[src/rtl/snake_pkg.sv]
// Shared constants for the snake game front end: PS/2 scan codes,
// keystroke bit positions, RX FSM states and the key lookup helper.
package snake_pkg;

  localparam logic [7:0] SC_A     = 8'h1C;
  localparam logic [7:0] SC_D     = 8'h23;
  localparam logic [7:0] SC_W     = 8'h1D;
  localparam logic [7:0] SC_S     = 8'h1B;
  localparam logic [7:0] SC_LEFT  = 8'h6B;
  localparam logic [7:0] SC_RIGHT = 8'h74;
  localparam logic [7:0] SC_UP    = 8'h75;
  localparam logic [7:0] SC_DOWN  = 8'h72;
  localparam logic [7:0] SC_CLR   = 8'h2D;
  localparam logic [7:0] SC_PAUSE = 8'h4D;
  localparam logic [7:0] SC_FAST  = 8'h55;
  localparam logic [7:0] SC_SLOW  = 8'h4E;
  localparam logic [7:0] SC_EXT   = 8'hE0;
  localparam logic [7:0] SC_BRK   = 8'hF0;

  localparam int KS_L1 = 0, KS_R1 = 1, KS_UP1 = 2, KS_DN1 = 3;
  localparam int KS_L2 = 4, KS_R2 = 5, KS_UP2 = 6, KS_DN2 = 7;
  localparam int KS_CLR = 8, KS_PAUSE = 9, KS_FAST = 10, KS_SLOW = 11;

  typedef enum logic [1:0] {RX_IDLE, RX_DATA, RX_PARITY, RX_STOP} rx_state_e;

  typedef struct packed {
    logic       hit;
    logic [3:0] idx;
  } key_hit_t;

  // Keyboard housekeeping replies (BAT, ACK, echo, resend, errors)
  function automatic logic is_ignored(input logic [7:0] c);
    return c inside {8'hAA, 8'hFA, 8'hEE, 8'hFE, 8'h00, 8'hFF};
  endfunction

  function automatic key_hit_t key_lookup(input logic ext, input logic [7:0] c);
    key_hit_t r;
    r.hit = 1'b1;
    r.idx = 4'd0;
    if (ext) begin
      case (c)
        SC_LEFT:  r.idx = 4'(KS_L2);
        SC_RIGHT: r.idx = 4'(KS_R2);
        SC_UP:    r.idx = 4'(KS_UP2);
        SC_DOWN:  r.idx = 4'(KS_DN2);
        default:  r.hit = 1'b0;
      endcase
    end else begin
      case (c)
        SC_A:     r.idx = 4'(KS_L1);
        SC_D:     r.idx = 4'(KS_R1);
        SC_W:     r.idx = 4'(KS_UP1);
        SC_S:     r.idx = 4'(KS_DN1);
        SC_CLR:   r.idx = 4'(KS_CLR);
        SC_PAUSE: r.idx = 4'(KS_PAUSE);
        SC_FAST:  r.idx = 4'(KS_FAST);
        SC_SLOW:  r.idx = 4'(KS_SLOW);
        default:  r.hit = 1'b0;
      endcase
    end
    return r;
  endfunction

endpackage

[src/rtl/ps2_rx.sv]
// PS/2 device-to-host frame receiver: input sync, clock deglitch filter,
// start/data/parity/stop FSM and inactivity timeout.
module ps2_rx
  import snake_pkg::*;
#(
  parameter int FILTER_LEN  = 8,
  parameter int TIMEOUT_CYC = 50000
) (
  input  logic       clk,
  input  logic       rst_n,
  input  logic       ps2_clk,
  input  logic       ps2_data,
  output logic [7:0] rx_byte,
  output logic       rx_valid,
  output logic       rx_err
);
  localparam int FW = $clog2(FILTER_LEN + 1);
  localparam int TW = $clog2(TIMEOUT_CYC + 1);

  logic [1:0]    ck_sync_q, dt_sync_q;
  logic [FW-1:0] flt_cnt_q, flt_cnt_d;
  logic          filt_q, filt_d, filt_prev_q;
  logic [TW-1:0] tmo_q, tmo_d;
  rx_state_e     state_q, state_d;
  logic [7:0]    shift_q, shift_d;
  logic [2:0]    bit_cnt_q, bit_cnt_d;
  logic          par_ok_q, par_ok_d;
  logic          valid_q, valid_d, err_q, err_d;
  logic          ck_s, din, fall, tmo_hit;

  assign ck_s = ck_sync_q[1];
  assign din  = dt_sync_q[1];
  assign fall = filt_prev_q & ~filt_q;

  // Level only follows the synced clock after FILTER_LEN differing samples in a row
  always_comb begin
    filt_d    = filt_q;
    flt_cnt_d = '0;
    if (ck_s != filt_q) begin
      if (flt_cnt_q == FW'(FILTER_LEN - 1)) filt_d = ck_s;
      else flt_cnt_d = flt_cnt_q + 1'b1;
    end
  end

  assign tmo_hit = (state_q != RX_IDLE) && !fall && (tmo_q == TW'(TIMEOUT_CYC - 1));
  assign tmo_d   = (state_q == RX_IDLE || fall) ? '0 : tmo_q + 1'b1;

  always_ff @(posedge clk or negedge rst_n) begin
    if (!rst_n) begin
      ck_sync_q   <= 2'b11;
      dt_sync_q   <= 2'b11;
      flt_cnt_q   <= '0;
      filt_q      <= 1'b1;
      filt_prev_q <= 1'b1;
      tmo_q       <= '0;
      state_q     <= RX_IDLE;
      shift_q     <= '0;
      bit_cnt_q   <= '0;
      par_ok_q    <= 1'b0;
      valid_q     <= 1'b0;
      err_q       <= 1'b0;
    end else begin
      ck_sync_q   <= {ck_sync_q[0], ps2_clk};
      dt_sync_q   <= {dt_sync_q[0], ps2_data};
      flt_cnt_q   <= flt_cnt_d;
      filt_q      <= filt_d;
      filt_prev_q <= filt_q;
      tmo_q       <= tmo_d;
      state_q     <= state_d;
      shift_q     <= shift_d;
      bit_cnt_q   <= bit_cnt_d;
      par_ok_q    <= par_ok_d;
      valid_q     <= valid_d;
      err_q       <= err_d;
    end
  end

  always_comb begin
    state_d = state_q;
    if (tmo_hit) state_d = RX_IDLE;
    else if (fall) begin
      case (state_q)
        RX_IDLE:   if (!din) state_d = RX_DATA;
        RX_DATA:   if (bit_cnt_q == 3'd7) state_d = RX_PARITY;
        RX_PARITY: state_d = RX_STOP;
        RX_STOP:   state_d = RX_IDLE;
        default:   state_d = RX_IDLE;
      endcase
    end
  end

  // Parity verdict is held until the stop sample so a bad frame gives one error pulse
  always_comb begin
    shift_d   = shift_q;
    bit_cnt_d = bit_cnt_q;
    par_ok_d  = par_ok_q;
    valid_d   = 1'b0;
    err_d     = 1'b0;
    if (tmo_hit) err_d = 1'b1;
    else if (fall) begin
      case (state_q)
        RX_IDLE:   bit_cnt_d = '0;
        RX_DATA:   begin
          shift_d   = {din, shift_q[7:1]};
          bit_cnt_d = bit_cnt_q + 3'd1;
        end
        RX_PARITY: par_ok_d = ^{shift_q, din};
        RX_STOP:   if (din && par_ok_q) valid_d = 1'b1; else err_d = 1'b1;
        default:   ;
      endcase
    end
  end

  assign rx_byte  = shift_q;
  assign rx_valid = valid_q;
  assign rx_err   = err_q;

endmodule

[src/rtl/ps2_keystroke.sv]
// Scan-code parser: tracks E0/F0 prefixes, held direction keys and
// one-shot control keys, producing the 16-bit keystroke vector.
module ps2_keystroke
  import snake_pkg::*;
#(
  parameter int FILTER_LEN  = 8,
  parameter int TIMEOUT_CYC = 50000
) (
  input  logic        clk,
  input  logic        rst_n,
  input  logic        ps2_clk,
  input  logic        ps2_data,
  output logic [15:0] keystroke,
  output logic        frame_err
);
  logic [7:0] rx_byte;
  logic       rx_valid, rx_err;
  logic       ext_q, ext_d, brk_q, brk_d;
  logic [7:0] dir_q, dir_d;
  logic [3:0] held_q, held_d, pulse_q, pulse_d;
  key_hit_t   hit;

  ps2_rx #(.FILTER_LEN(FILTER_LEN), .TIMEOUT_CYC(TIMEOUT_CYC)) u_rx (
    .clk      (clk),
    .rst_n    (rst_n),
    .ps2_clk  (ps2_clk),
    .ps2_data (ps2_data),
    .rx_byte  (rx_byte),
    .rx_valid (rx_valid),
    .rx_err   (rx_err)
  );

  assign hit = key_lookup(ext_q, rx_byte);

  always_comb begin
    ext_d   = ext_q;
    brk_d   = brk_q;
    dir_d   = dir_q;
    held_d  = held_q;
    pulse_d = '0;
    if (rx_err) begin
      ext_d = 1'b0;
      brk_d = 1'b0;
    end else if (rx_valid) begin
      if (rx_byte == SC_EXT) ext_d = 1'b1;
      else if (rx_byte == SC_BRK) brk_d = 1'b1;
      else if (!is_ignored(rx_byte)) begin
        ext_d = 1'b0;
        brk_d = 1'b0;
        if (hit.hit) begin
          // Control keys fire once per press; typematic repeats are swallowed
          if (hit.idx[3]) begin
            if (brk_q) held_d[hit.idx[1:0]] = 1'b0;
            else if (!held_q[hit.idx[1:0]]) begin
              held_d[hit.idx[1:0]]  = 1'b1;
              pulse_d[hit.idx[1:0]] = 1'b1;
            end
          end else begin
            dir_d[hit.idx[2:0]] = ~brk_q;
          end
        end
      end
    end
  end

  always_ff @(posedge clk or negedge rst_n) begin
    if (!rst_n) begin
      ext_q   <= 1'b0;
      brk_q   <= 1'b0;
      dir_q   <= '0;
      held_q  <= '0;
      pulse_q <= '0;
    end else begin
      ext_q   <= ext_d;
      brk_q   <= brk_d;
      dir_q   <= dir_d;
      held_q  <= held_d;
      pulse_q <= pulse_d;
    end
  end

  assign keystroke = {4'b0000, pulse_q, dir_q};
  assign frame_err = rx_err;

endmodule
[config.mk]
export PLATFORM = sky130hd
export DESIGN_NAME = ps2_keystroke
export DESIGN_NICKNAME = d
export VERILOG_FILES = /design/src/rtl/snake_pkg.sv /design/src/rtl/ps2_rx.sv /design/src/rtl/ps2_keystroke.sv
export SDC_FILE = /design/constraint.sdc
export NUM_CORES = 1
export LEC_CHECK = 0
export CORE_AREA = 2 2 77 79
export CTS_BUF_LIST = sky130_fd_sc_hd__clkbuf_8
export DETAILED_ROUTE_END_ITERATION = 7
export DIE_AREA = 0 0 79 81
export MAX_ROUTING_LAYER = met4
export PLACE_DENSITY = 0.78
export SLEW_MARGIN = 20
export SYNTH_ARGS = -nofsm -noshare
export SYNTH_HDL_FRONTEND = slang
export SYNTH_HIERARCHICAL = 1
export SYNTH_SLANG_ARGS = --single-unit
[constraint.sdc]
create_clock -name clk -period 3.6 [get_ports clk]
set_clock_uncertainty 0.15 [all_clocks]
set_input_delay 0.36 -clock clk [delete_from_list [all_inputs] [get_ports clk]]
set_output_delay 0.36 -clock clk [all_outputs]
set_load 0.005 [all_outputs]
==> flow_summary.json, run 1 <==
{
  "outcome": "complete, no violations",
  "grt_start_max_net_pins": 40,
  "netlist_instances": 319,
  "end_kind": "register",
  "clockRootBuffer": "clkbuf_8",
  "tightest_slew_ns": 0.8425,
  "port-buffer-count": 16,
  "cts_buffers": 9,
  "cp-start-kind": "register",
  "via_per_inst": 5.689,
  "async_flop_share_pct": 100.0,
  "muxShareOfSynthArea_pct": 6.219,
  "synth_xor_area_share_pct": 6.643,
  "period_minus_slack_ns": 2.645,
  "hold_viol": 0,
  "utilization_pct": 63.29,
  "synth_adder_area_share_pct": 3.476,
  "htree_levels": 3,
  "fin_hold_ws_ns": 0.2084,
  "area_delta_synth_final_pct": 10.89,
  "synth_seq_cells": 60,
  "cts_tree": "built",
  "hp-class": "reg -> reg",
  "grt_pass1_vias": 2249,
  "setup_tns_ns": 0,
  "nets": 345,
  "critical_path_arrival_ns": 2.76,
  "antenna_cells": 0,
  "fp.dieH_um": 81,
  "drc": 0,
  "synth_ff_type": "dfrtp_1",
  "vias": 2344,
  "rsz0062_at_grt": "no",
  "cpMaxStageDelayCell": "dfrtp_1",
  "drv_cap": 0,
  "die_w_um": 79,
  "wl_per_cell_um": 14.21,
  "core.rowCount": 28,
  "yosys.area_share.simple_pct": 24.02,
  "synth_enable_flop_cells": 0,
  "gp_congestion": 0.8404,
  "drt-initial-drc-count": 216,
  "yosys_warnings": 6,
  "synth_cell_type_count": 57,
  "path_cells": "nand4b_1 > or4b_4 > a31oi_2 > nand4b_2 > nor3_1 > mux2i_1",
  "core_area_um2": 5675,
  "dp.cells": 395,
  "die_area_um2": 6399,
  "cpPeakStageDelay_ns": 0.64,
  "synthesis.area_um2": 3239,
  "dr.pass1.iters": 4,
  "fillers": 474,
  "grt_pass1_wl_um": 10160,
  "ir_drop_mv": 0.3976,
  "syn_area_per_cell_um2": 10.15,
  "dpl.hpwl_um": 4003,
  "final_cell_mix": "dfrtp_1, nor2_1, nand2_1",
  "achievable-frequency_ghz": 0.3781,
  "cts.path.max_buffers": 2,
  "cp_max_fo": 16,
  "cellLeakagePower_uw": 0.001591,
  "antenna_found_initial": 0,
  "path_clk_slew_ns": 0.07,
  "ioPinCount": 21,
  "maxSlewHeadroom_pct": 43.84,
  "grt.overflow.total": 0,
  "synth_seq_area_share_pct": 46.58,
  "crit_type": "reg -> reg",
  "clock_latency_ns": 0.34,
  "fin_area_um2": 3592,
  "ant_nets": 0,
  "cts_sinks": 60,
  "synthTopCellsByArea": "dfrtp_1, dfstp_2, nor2_1, xor2_1, ha_1",
  "netlist.area_leader.share_pct": 41.71,
  "fin_crit_sh_pct": 73.46,
  "final_common_cell": "dfrtp_1",
  "place_area_um2": 3410,
  "grt_use_total_pct": 21.39,
  "synth-compound-area-share_pct": 8.304,
  "yosysTopAreaCell": "dfrtp_1",
  "fin_cells": 412,
  "cts-resized-gates": 0,
  "drv_slew": 0,
  "routed_wl_um": 5855,
  "start_util_pct": 57.08,
  "pwr_density_cell_nw_per_um2": 511.6,
  "synth_top_family_by_area": "simple AND/OR/NAND/NOR gates",
  "setup_viol": 0,
  "layout-drive-gt1-share_pct": 12.17,
  "worstPathRequired_ns": 3.71
}
## per-stage QoR
step	power [uW]	setup slack, ns
3_3_place_gp	1305	1.090
2_1_floorplan	1226	1.342
3_5_place_dp	1325	1.016
5_1_grt	1974	0.7145
6_report	1838	0.9555
4_1_cts	1864	0.9909
## sequential cells by signal (all words and copies together), names as in the netlist, 2 cells and up, named ones only
name            count
dir_q               8
pulse_q             4
u_rx/bit_cnt_q      3
u_rx/ck_sync_q      2
u_rx/dt_sync_q      2
u_rx/flt_cnt_q      4
u_rx/rx_byte        8
u_rx/state_q        2
u_rx/tmo_q         16
## worst paths after layout
path	slack [ns]	from	cells after the start	end
min reg2reg	0.21	u_rx/dt_sync_q[0]	0	u_rx/dt_sync_q[1]
min in group asynchronous	0.52	rst_n	2	pulse_q[1]
max reg2reg	0.96	u_rx/rx_byte[3]	6	register
max in group asynchronous	1.93	rst_n	3	u_rx/filt_prev_q
max	0.96	u_rx/rx_byte[3]	6	register
min	0.21	u_rx/dt_sync_q[0]	0	u_rx/dt_sync_q[1]
## logic make-up (layout without fill, tap and decap cells)
| group | after synthesis | count (layout) |
|---|---|---|
| adders and majority gates | 9 | 9 |
| DFF | 60 | 60 |
| xor gates and xnor gates | 23 | 23 |
| and+or+nand+nor | 136 | 136 |
| AOI/OAI and AO/OA | 38 | 38 |
| other | 1 | 4 |
| buffers and inverters | 33 | 48 |
| muxes | 19 | 19 |
## per-layer routing
layer | vias up | routed length [um] | track usage (%)
met1 | 1152 | 2647 | 25.20
met4 | 0 | 94 | 8.276
met5 | - | 0 | -
met3 | 9 | 236 | 7.444
li1 | 1147 | - | -
met2 | 36 | 2876 | 34.07
## critical path, delay by kind of cell, from the launching register on
| kind | cells | cell delay [ns] |
|---|---|---|
| AOI/OAI and AO/OA | 1 | 0.21 |
| DFF | 1 | 0.64 |
| muxes | 1 | 0.20 |
| and+or+nand+nor | 4 | 1.35 |
## Yosys cell counts, types with 9 or more instances
| cell type | n |
|---|---|
| nor2_1 | 33 |
| dfrtp_1 | 54 |
| xnor2_1 | 9 |
| ha_1 | 9 |
| clkbuf_1 | 10 |
| nand4_1 | 12 |
| mux2_2 | 9 |
| nand3_1 | 13 |
| nand2_1 | 20 |
| mux2i_1 | 10 |
| xor2_1 | 13 |
| inv_1 | 14 |
| o21ai_0 | 9 |
## timing repair
action / CTS / global route
buffers inserted: 0 / 0
hold endpoints to repair: 33 / 0
hold buffers: 1 / 0
## cell type report
class | instances | area, um^2 | share of cell area, %
tap | 75 | 93.84 | 2.612
sequential | 60 | 1509 | 42.01
clock buffer | 11 | 151.4 | 4.215
multi-input combinational | 229 | 1592 | 44.31
timing repair buffer | 18 | 172.7 | 4.807
clock inverter | 5 | 21.27 | 0.5921
inverter | 14 | 52.55 | 1.463
## power breakdown
| part | internal (uW) | switching, uW | total [uW] | leakage, uW |
|---|---|---|---|---|
| Clock | 277 | 246 | 523 | 0.000103 |
| Combinational | 187 | 245 | 433 | 0.000688 |
| Sequential | 770 | 112 | 882 | 0.000800 |
No activity file was read; power rests on OpenSTA's default activity.
==> inputs of run 2 (changes only) <==
CORE_AREA = 2 2 80 82   (was 2 2 77 79)
DIE_AREA = 0 0 82 84   (was 0 0 79 81)
PLACE_DENSITY = 0.76   (was 0.78)
clock period = 2.2 ns   (was 3.6 ns; I/O delays follow)
==> run 2 against run 1 <==
Net effect:
- the run now ends with setup timing left
- clock power rose by 81%
- largest power group unchanged
- sequential share of layout area fell by 5.7 points
- worst hold slack got worse by 0.075 ns
- via count rose by 7.5%
- global-route usage rose by 1.8 points
- highest routed layer unchanged
- die area rose by 7.6%
- first-iteration DRC count fell by 67%
- final area rose by 16%
- critical path depth did not move
- largest cell class unchanged
- total power rose by 80%
- cell count rose by 10%
==> flow_summary.json, run 2 (same netlist as run 1, synthesis figures left out) <==
{
  "cts_tree": "built",
  "drt-initial-drc-count": 72,
  "cts_buffers": 9,
  "drv_cap": 0,
  "grt_start_max_net_pins": 40,
  "grt.overflow.total": 0,
  "via_per_inst": 5.538,
  "cp_max_fo": 3,
  "cp-start-kind": "register",
  "dpl.hpwl_um": 4455,
  "setup_viol": 8,
  "wl_per_cell_um": 15.26,
  "critical_path_arrival_ns": 2.41,
  "nets": 387,
  "hp-start": "ps2_data",
  "ant_nets": 0,
  "core_area_um2": 6096,
  "p_comb_share_pct": 28.8,
  "timing.final.ws_setup_ns": -0.08397,
  "netSwitchingFraction_pct": 32.01,
  "fillers": 444,
  "worstPathRequired_ns": 2.32,
  "r2r_cells": 6,
  "cpMaxStageDelayCell": "or4b_4",
  "layout-drive-gt1-share_pct": 28.84,
  "ir_drop_mv": 0.7090,
  "cpPeakStageDelay_ns": 0.56,
  "tightest_slew_ns": 0.5889,
  "cts.path.max_buffers": 2,
  "grt_pass1_wl_um": 11850,
  "met1_length_um": 2973,
  "top_layer_used": "met4",
  "port-buffer-count": 16,
  "setup_tns_ns": -0.3054,
  "antenna_found_initial": 0,
  "routed_wl_um": 6944,
  "hp-class": "in -> reg",
  "fp.dieH_um": 84,
  "hold_viol": 0,
  "cellLeakagePower_uw": 0.001863,
  "cp_num_cells": 6,
  "cts_sinks": 60,
  "outcome": "complete, but fails checks",
  "antenna_cells": 0,
  "maxSlewHeadroom_pct": 60.32,
  "vias": 2520,
  "power_uw": 3306,
  "wl_met2_um": 3602,
  "grt_pass1_vias": 2542,
  "path_cells": "nand4b_1 > or4b_4 > o211a_4 > o21a_1 > or4_1 > nor2_1",
  "reg2reg_from": "u_rx/rx_byte[0]",
  "path_clk_slew_ns": 0.07,
  "rsz0062_at_grt": "yes",
  "clockPowerShare_pct": 28.6,
  "htree_levels": 3,
  "min_to": "u_rx/dt_sync_q[0]",
  "met3_length_um": 228,
  "clock_latency_ns": 0.34,
  "pre_cts_ws_ns": -0.07440,
  "end_kind": "register",
  "critPathBufInv": 0,
  "period_minus_slack_ns": 2.284,
  "drv_slew": 0,
  "fin_crit_sh_pct": 103.8,
  "final_common_cell": "dfrtp_1",
  "registers.top_by_ff_count": "u_rx/tmo_q",
  "die_w_um": 82,
  "timing.rr.end": "pulse_q[3]",
  "cp_top_family": "simple AND/OR/NAND/NOR gates",
  "grt_use_total_pct": 23.24,
  "final_cell_mix": "dfrtp_1, buf_4, nor2_1",
  "clockRootBuffer": "clkbuf_8",
  "p_switching_uw": 1058,
  "pwr_density_cell_nw_per_um2": 793.7,
  "seqPwrFrac_pct": 42.6,
  "hold_depth": 1,
  "largest_reg_flops": 16,
  "violations": "setup timing",
  "die_area_um2": 6888,
  "achievable-frequency_ghz": 0.4378,
  "core.rowCount": 29,
  "regToRegSetupSlack_ns": -0.08,
  "crit_type": "reg -> reg",
  "gp_congestion": 0.8885,
  "area_delta_synth_final_pct": 28.58,
  "internal-power_uw": 2248,
  "ioPinCount": 21,
  "dr.pass1.iters": 4,
  "drc": 0,
  "start_util_pct": 53.14
}
[run 2: what timing repair did]
| item | 4_1_cts | 5_1_grt |
|---|---|---|
| resized for setup | 23 | 18 |
| endpoints found under the hold margin | 21 | 0 |
| setup buffers | 7 | 2 |
| pin swaps | 8 | 3 |
| setup endpoints to repair | 14 | 15 |
| hold buffers | 1 | 0 |
[run 2: worst reg2reg max path: stages (launching register included)]
cell and delay [ns]:
dfrtp_1 0.39, nand4b_1 0.21, or4b_4 0.56, o211a_4 0.18, o21a_1 0.17, or4_1 0.46
nor2_1 0.11
[run 2: layout make-up]
type / instances / area (um^2) / share of cell area (%)
multi-input cells: 229 / 1797 / 43.14
flip-flops and latches: 60 / 1513 / 36.32
repair buffers: 60 / 523.0 / 12.56
clock buffers: 10 / 137.6 / 3.304
well taps: 77 / 96.34 / 2.313
inverters: 14 / 52.55 / 1.262
clock inverters: 5 / 46.29 / 1.111
[run 2: worst max-delay path by stage]
stage,startpoint,to
detailed placement,u_rx/rx_byte[0],dir_q[2]
finish,u_rx/rx_byte[0],pulse_q[3]
CTS,u_rx/rx_byte[0],register
global placement,u_rx/rx_byte[0],dir_q[2]
floorplan,u_rx/rx_byte[0],pulse_q[3]
global route,u_rx/rx_byte[0],pulse_q[3]
[run 2: per-stage QoR]
| stage | hold slack (ns) | cells | cell area, um^2 | util [%] |
|---|---|---|---|---|
| floorplan | -0.2256 | 322 | 3268 | - |
| global placement | 0.08124 | 430 | 3689 | 60.51 |
| global route | 0.1192 | 455 | 4165 | 68.33 |
| detailed placement | 0.09199 | 430 | 3689 | 60.51 |
| finish | 0.1339 | 455 | 4165 | 68.33 |
| CTS | 0.1204 | 453 | 4055 | 66.52 |
[run 2: metal layers]
layer  vias up  global-route usage [%]
met1      1222                   27.90
met3        14                   6.818
met2        47                   35.33
met5         -                       -
met4         0                   11.52
li1       1237                       -
[run 2: power by group through the flow]
stage               Sequential (uW)  Clock [uW]  Combinational (uW)
finish                         1410         945                 951
global route                   1430        1020                1070
CTS                            1410         969                 952
detailed placement             1420           0                 861
global placement               1410           0                 824
floorplan                      1390           0                 624
